**src/rtl/vseq_beat_issuer_pkg.sv**
```systemverilog
// Shared parameters and types for the vector beat issuer.
package vseq_beat_issuer_pkg;
  localparam int VLEN       = 16384;
  localparam int VLMAX      = VLEN / 8;
  localparam int VL_BITS    = $clog2(VLMAX) + 1;
  localparam int DATA_WIDTH = 64;
  localparam int BW         = DATA_WIDTH / 8;
  localparam int TAG_BITS   = 4;
  localparam int SEW_BITS   = 3;

  typedef struct packed {
    logic                vill;
    logic [SEW_BITS-1:0] vsew;
  } vtype_t;

  typedef enum logic [1:0] {IDLE, RUN, SKIP} vseq_state_t;

  typedef struct packed {
    logic [VL_BITS-1:0]  idx;
    logic [BW-1:0]       be;
    logic                first;
    logic                last;
    logic [TAG_BITS-1:0] tag;
  } vseq_beat_t;
endpackage

```
**src/rtl/vseq_be_gen.sv**
```systemverilog
// Byte-enable and last-beat generation from remaining element count and sew.
module vseq_be_gen
  import vseq_beat_issuer_pkg::*;
(
  input  logic [VL_BITS-1:0] rem_i,
  input  logic [1:0]         sew_i,
  output logic [BW-1:0]      be_o,
  output logic               last_o
);
  localparam int W = VL_BITS + 3;

  logic [W-1:0] rem_w, epb_w, nbytes_w, mask_w;

  // Widened so rem << sew cannot overflow ahead of the compare.
  always_comb begin
    rem_w    = W'(rem_i);
    epb_w    = W'(BW) >> sew_i;
    nbytes_w = rem_w << sew_i;
    mask_w   = (W'(1) << nbytes_w) - W'(1);
    last_o   = (rem_w <= epb_w);
    be_o     = (rem_w >= epb_w) ? '1 : mask_w[BW-1:0];
  end
endmodule

```
**src/rtl/vseq_beat_issuer.sv**
```systemverilog
// Sequences one configured vector instruction into element-group beats.
module vseq_beat_issuer
  import vseq_beat_issuer_pkg::*;
(
  input  logic                clk,
  input  logic                rst_n,
  input  logic                in_valid_i,
  output logic                in_ready_o,
  input  logic [VL_BITS-1:0]  in_vl_i,
  input  logic [2:0]          in_vsew_i,
  input  logic                in_vill_i,
  input  logic [TAG_BITS-1:0] in_tag_i,
  input  logic                kill_i,
  output logic                out_valid_o,
  input  logic                out_ready_i,
  output logic [VL_BITS-1:0]  out_idx_o,
  output logic [BW-1:0]       out_be_o,
  output logic                out_first_o,
  output logic                out_last_o,
  output logic [TAG_BITS-1:0] out_tag_o,
  output logic                done_o,
  output logic [TAG_BITS-1:0] done_tag_o
);
  vseq_state_t         state_q;
  vseq_beat_t          beat_q;
  logic                valid_q, done_q;
  logic [TAG_BITS-1:0] done_tag_q;
  logic [VL_BITS-1:0]  rem_q, rem_d, epb;
  logic [1:0]          sew_q, sew_d;
  logic [BW-1:0]       be_d;
  logic                last_d, skip;

  // In IDLE the generator looks at the incoming instruction, otherwise at the next beat.
  always_comb begin
    epb   = VL_BITS'(BW) >> sew_q;
    sew_d = sew_q;
    rem_d = rem_q - epb;
    if (state_q == IDLE) begin
      sew_d = in_vsew_i[1:0];
      rem_d = in_vl_i;
    end
    skip = in_vill_i | (in_vsew_i > 3'd3) | (in_vl_i == '0);
  end

  vseq_be_gen u_be_gen (
    .rem_i  (rem_d),
    .sew_i  (sew_d),
    .be_o   (be_d),
    .last_o (last_d)
  );

  always_ff @(posedge clk or negedge rst_n) begin
    if (!rst_n) begin
      state_q    <= IDLE;
      beat_q     <= '0;
      valid_q    <= 1'b0;
      done_q     <= 1'b0;
      done_tag_q <= '0;
      rem_q      <= '0;
      sew_q      <= '0;
    end else begin
      done_q <= 1'b0;
      case (state_q)
        IDLE: begin
          if (in_valid_i) begin
            sew_q <= sew_d;
            rem_q <= rem_d;
            if (skip) begin
              state_q    <= SKIP;
              done_q     <= 1'b1;
              done_tag_q <= in_tag_i;
            end else begin
              state_q      <= RUN;
              valid_q      <= 1'b1;
              beat_q.idx   <= '0;
              beat_q.be    <= be_d;
              beat_q.first <= 1'b1;
              beat_q.last  <= last_d;
              beat_q.tag   <= in_tag_i;
            end
          end
        end
        RUN: begin
          if (kill_i) begin
            state_q      <= IDLE;
            valid_q      <= 1'b0;
            beat_q.first <= 1'b0;
            beat_q.last  <= 1'b0;
          end else if (out_ready_i) begin
            if (beat_q.last) begin
              state_q      <= IDLE;
              valid_q      <= 1'b0;
              beat_q.first <= 1'b0;
              beat_q.last  <= 1'b0;
              done_q       <= 1'b1;
              done_tag_q   <= beat_q.tag;
            end else begin
              rem_q        <= rem_d;
              beat_q.idx   <= beat_q.idx + 1'b1;
              beat_q.be    <= be_d;
              beat_q.first <= 1'b0;
              beat_q.last  <= last_d;
            end
          end
        end
        SKIP:    state_q <= IDLE;
        default: state_q <= IDLE;
      endcase
    end
  end

  assign in_ready_o  = (state_q == IDLE);
  assign out_valid_o = valid_q;
  assign out_idx_o   = beat_q.idx;
  assign out_be_o    = beat_q.be;
  assign out_first_o = beat_q.first;
  assign out_last_o  = beat_q.last;
  assign out_tag_o   = beat_q.tag;
  assign done_o      = done_q;
  assign done_tag_o  = done_tag_q;
endmodule

```
**config.mk**
```make
export PLATFORM = sky130hd
export DESIGN_NAME = vseq_beat_issuer
export DESIGN_NICKNAME = d
export VERILOG_FILES = /design/src/rtl/vseq_beat_issuer_pkg.sv /design/src/rtl/vseq_be_gen.sv /design/src/rtl/vseq_beat_issuer.sv
export SDC_FILE = /design/constraint.sdc
export NUM_CORES = 1
export LEC_CHECK = 0
export BUFFER_PORTS_ARGS = -buffer_cell sky130_fd_sc_hd__clkbuf_2
export CORE_MARGIN = 10
export CORE_UTILIZATION = 44
export CTS_BUF_LIST = sky130_fd_sc_hd__clkbuf_8
export CTS_CLUSTER_SIZE = 28
export DETAILED_ROUTE_END_ITERATION = 7
export MAX_ROUTING_LAYER = met4
export PLACE_DENSITY_LB_ADDON = 0.1
export SLEW_MARGIN = 20
export SYNTH_ARGS = -nofsm -noshare
export SYNTH_HDL_FRONTEND = slang
export SYNTH_SLANG_ARGS = --single-unit
export TNS_END_PERCENT = 20
```
**constraint.sdc**
```tcl
create_clock -name clk -period 3.5 [get_ports clk]
set_clock_uncertainty 0.2 [all_clocks]
set_input_delay 0.175 -clock clk [delete_from_list [all_inputs] [get_ports clk]]
set_output_delay 0.175 -clock clk [all_outputs]
set_load 0.005 [all_outputs]
```
==> impl_metrics.yaml <==
status:
  status: "finished with violations"
  violations: "negative setup slack"
worst_setup_path:
  critPathArrivalTime_ns: 3.68
  worstPathCellList: "and2_4 > ha_4 > inv_2 > fa_2 > a21o_4 > buf_4 > nand2_4 > mux2i_1 > o211ai_2 > nor4_4 > nand2_2 > nor2_2 > nand2_1 > ha_2 > a2111o_1 > o32a_1 > o21ai_2"
  cp_slowest_stage_delay_ns: 0.42
  end_kind: "flop"
  cp_max_fo: 5
  worstSetupPathType: "reg2reg"
  startpoint_type: "flop"
  critPathSlowestCell: "dfrtp_2"
  cp_data_required_time_ns: 3.54
floorplanning:
  die_area_sq_um: 11000
  ioPinCount: 58
  fp.dieW_um: 105
  core_sq_um: 6910
  die_y_um: 105
  rows: 30
  initial_core_util_pct: 46.0
sta:
  fin_crit_ns: 3.64
  setup_ws_ns: -0.144
  hold_viol: 0
  setup_tns_ns: -0.144
  slew_headroom_pct: 52.1
  post-route-period-util_pct: 104
  rsz0062_at_grt: "yes"
  drv_slew: 0
  tightestPinTransition_ns: 0.716
  finalSetupViolCount: 1
  max_freq_mhz: 274
finish:
  synthToLayoutAreaGrowth_pct: 31.2
  drive_gt1_share_pct: 35.4
  ff_latch_area_sq_um: 1200
  nFillCells: 658
  fin_nets: 493
  multi_input_area_sq_um: 1980
  stdcell_count: 554
logic_synthesis:
  synthTopCellsByCount: "dfrtp_1 (48), nor2_1 (43), nand2_1 (32), o21ai_0 (27), a21oi_1 (21)"
  yosysUniqueCellTypes: 70
  yosysSeqAreaShare_pct: 37.8
  synth_top_area_share_pct: 37.8
  synth_seq_cells: 48
  async_flop_share_pct: 100
  syn_avg_cell_area_sq_um: 9.02
  synth_area_leader_cell: "dfrtp_1"
  synth_area_leaders: "dfrtp_1 (38%), nor2_1 (5.1%), o21ai_0 (4.3%)"
  synth.most_common_cell: "dfrtp_1"
  synth_edf_count: 0
  synthesis.area_sq_um: 3180
  synth_warnings: 0
  postSynthCellCount: 352
  synth_ff_type: "dfrtp_1"
  synth_nets: 388
clock_network:
  cts_buffer_depth: 2
  cts_sinks: 48
  worstSkewPairLatency_ns: 0.30
  cts_tree: "done"
  htree_num_levels: 2
  clockRootBuffer: "clkbuf_8"
  clk_pin_slew_ns: 0.09
  numCtsBuffers: 5
pwr:
  p_per_area_nw_per_um2: 554
  irDropWorstVdd_mv: 0.279
  power_leakage_nw: 1.87
  p_total_mw: 2.31
grt:
  antenna_found_initial: 1
  overflow: 0
  grt_pass1_vias: 2973
  grtUsageTotal_pct: 16.6
  grt_start_max_net_pins: 31
  grt_pass1_wl_mm: 14.9
route:
  routed_wl_mm: 9.05
  drt_iter0_drc: 208
  vias_per_cell: 5.56
  vias: 3083
  dr.pass1.iters: 4
  drc: 0
  final_antenna_net_count: 0
  drt-wirelength-per-cell_um: 16.3
placement:
  portBuffers: 57
  dp_slack_ns: -0.292
  place_congestion: 0.913
  post-place-cells: 528
  dpl.hpwl_mm: 6.95
flow_run:
  maxCapViolations: 0
min_path:
  hp-class: "in2reg"
==> flip-flops by register name, indices dropped and copies added (netlist names) <==
register	cells
out_valid_o	1
out_last_o	1
out_be_o	8
out_idx_o	12
state_q	2
done_tag_o	4
done_o	1
rem_q	12
out_tag_o	4
out_first_o	1
sew_q	2
==> power breakdown <==
part           internal, mW  switching, mW  leakage (nW)
sequential            0.644         0.0951         0.577
combinational         0.592          0.632          1.25
clock                 0.158          0.188        0.0473
total                  1.39          0.915          1.87
==> cells in the final DEF, fill, tap and decap left out, types with 3 or more instances in the layout <==
| cell type | instances |
|---|---|
| clkbuf_2 | 57 |
| buf_4 | 47 |
| dfrtp_1 | 46 |
| nor2_1 | 41 |
| nand2_1 | 31 |
| o21ai_0 | 27 |
| a21oi_1 | 19 |
| inv_1 | 11 |
| nand4_1 | 11 |
| xor2_1 | 9 |
| mux2i_1 | 9 |
| nor3_1 | 7 |
| ha_1 | 6 |
| clkbuf_8 | 6 |
| dlygate4sd3_1 | 6 |
| or4_1 | 5 |
| nand2b_1 | 5 |
| a31oi_1 | 5 |
| or3_1 | 5 |
| mux2_2 | 5 |
| o21a_1 | 4 |
| a21oi_2 | 3 |
| nor2b_1 | 3 |
| o31ai_2 | 3 |
| or2_2 | 3 |
| o31ai_1 | 3 |
| nand3_1 | 3 |
| ha_4 | 3 |
==> final timing paths <==
path	startpoint	end	slack, ns	cells after the start
hold reg to reg	done_tag_o[2]$_DFFE_PN0P_	done_tag_o[2]$_DFFE_PN0P_	0.29	2
min in group asynchronous	rst_n	sew_q[1]$_DFFE_PN0P_	0.16	2
setup reg to reg	sew_q[1]$_DFFE_PN0P_	out_be_o[6]$_DFFE_PN0P_	-0.14	17
setup / recovery	sew_q[1]$_DFFE_PN0P_	out_be_o[6]$_DFFE_PN0P_	-0.14	17
hold / removal	in_vl_i[6]	rem_q[6]$_DFFE_PN0P_	0.01	3
max in group asynchronous	rst_n	sew_q[0]$_DFFE_PN0P_	2.16	3
==> metrics by stage <==
step | instance area, sq um | hold WS (ns) | util (%)
final | 4170 | 0.0120 | 60.3
after CTS | 4030 | 0.0107 | 58.4
after global placement | 3790 | -0.0428 | 54.9
after detailed placement | 3790 | -0.0397 | 54.9
after global routing | 4170 | 0.0163 | 60.3
after floorplan | 3210 | -0.321 | -
==> routing by layer <==
metal	vias up	wire length (um)	track usage [%]
met5	-	0	-
met4	0	128	4.02
met3	13	456	3.87
met2	78	4310	26.5
met1	1482	4160	20.7
li1	1510	-	-
==> logic make-up (layout without fill, tap and decap cells) <==
logic type | Yosys count | count (layout) | share of synthesized area (%)
xor gates and xnor gates | 11 | 11 | 3.03
AOI/OAI and AO/OA | 100 | 100 | 21.4
other | 0 | 1 | 0
and+or+nand+nor | 139 | 139 | 22.5
DFF | 48 | 48 | 37.8
buffers and inverters | 26 | 131 | 4.57
adders and majority gates | 11 | 11 | 4.57
muxes | 17 | 17 | 6.07
==> worst max-delay path: cells and delay by family, from the launching register on <==
family / cells / cell delay [ns]
compound gates: 5 / 1.04
fa+ha+maj: 3 / 0.69
buf+inv: 2 / 0.19
flops: 1 / 0.42
mux: 1 / 0.22
simple gates: 6 / 0.83
==> layout make-up <==
type / count / share of cell area (%)
repair buffers: 111 / 17.0
diodes: 1 / 0.0601
inverters: 13 / 1.35
clock buffers: 6 / 1.98
well taps: 96 / 2.88
multi-input cells: 278 / 47.6
clock inverters: 1 / 0.210
flip-flops and latches: 48 / 28.9
==> what timing repair did <==
action                                  CTS  global route
setup buffers                             6             6
endpoints found under the hold margin    26             0
cloned                                    0             0
pin swaps                                 9            14
endpoints found under the setup margin    3             8
hold buffers                              6             0
resized for setup                        11            16
Note: power is estimated with default switching activity, not from simulation.
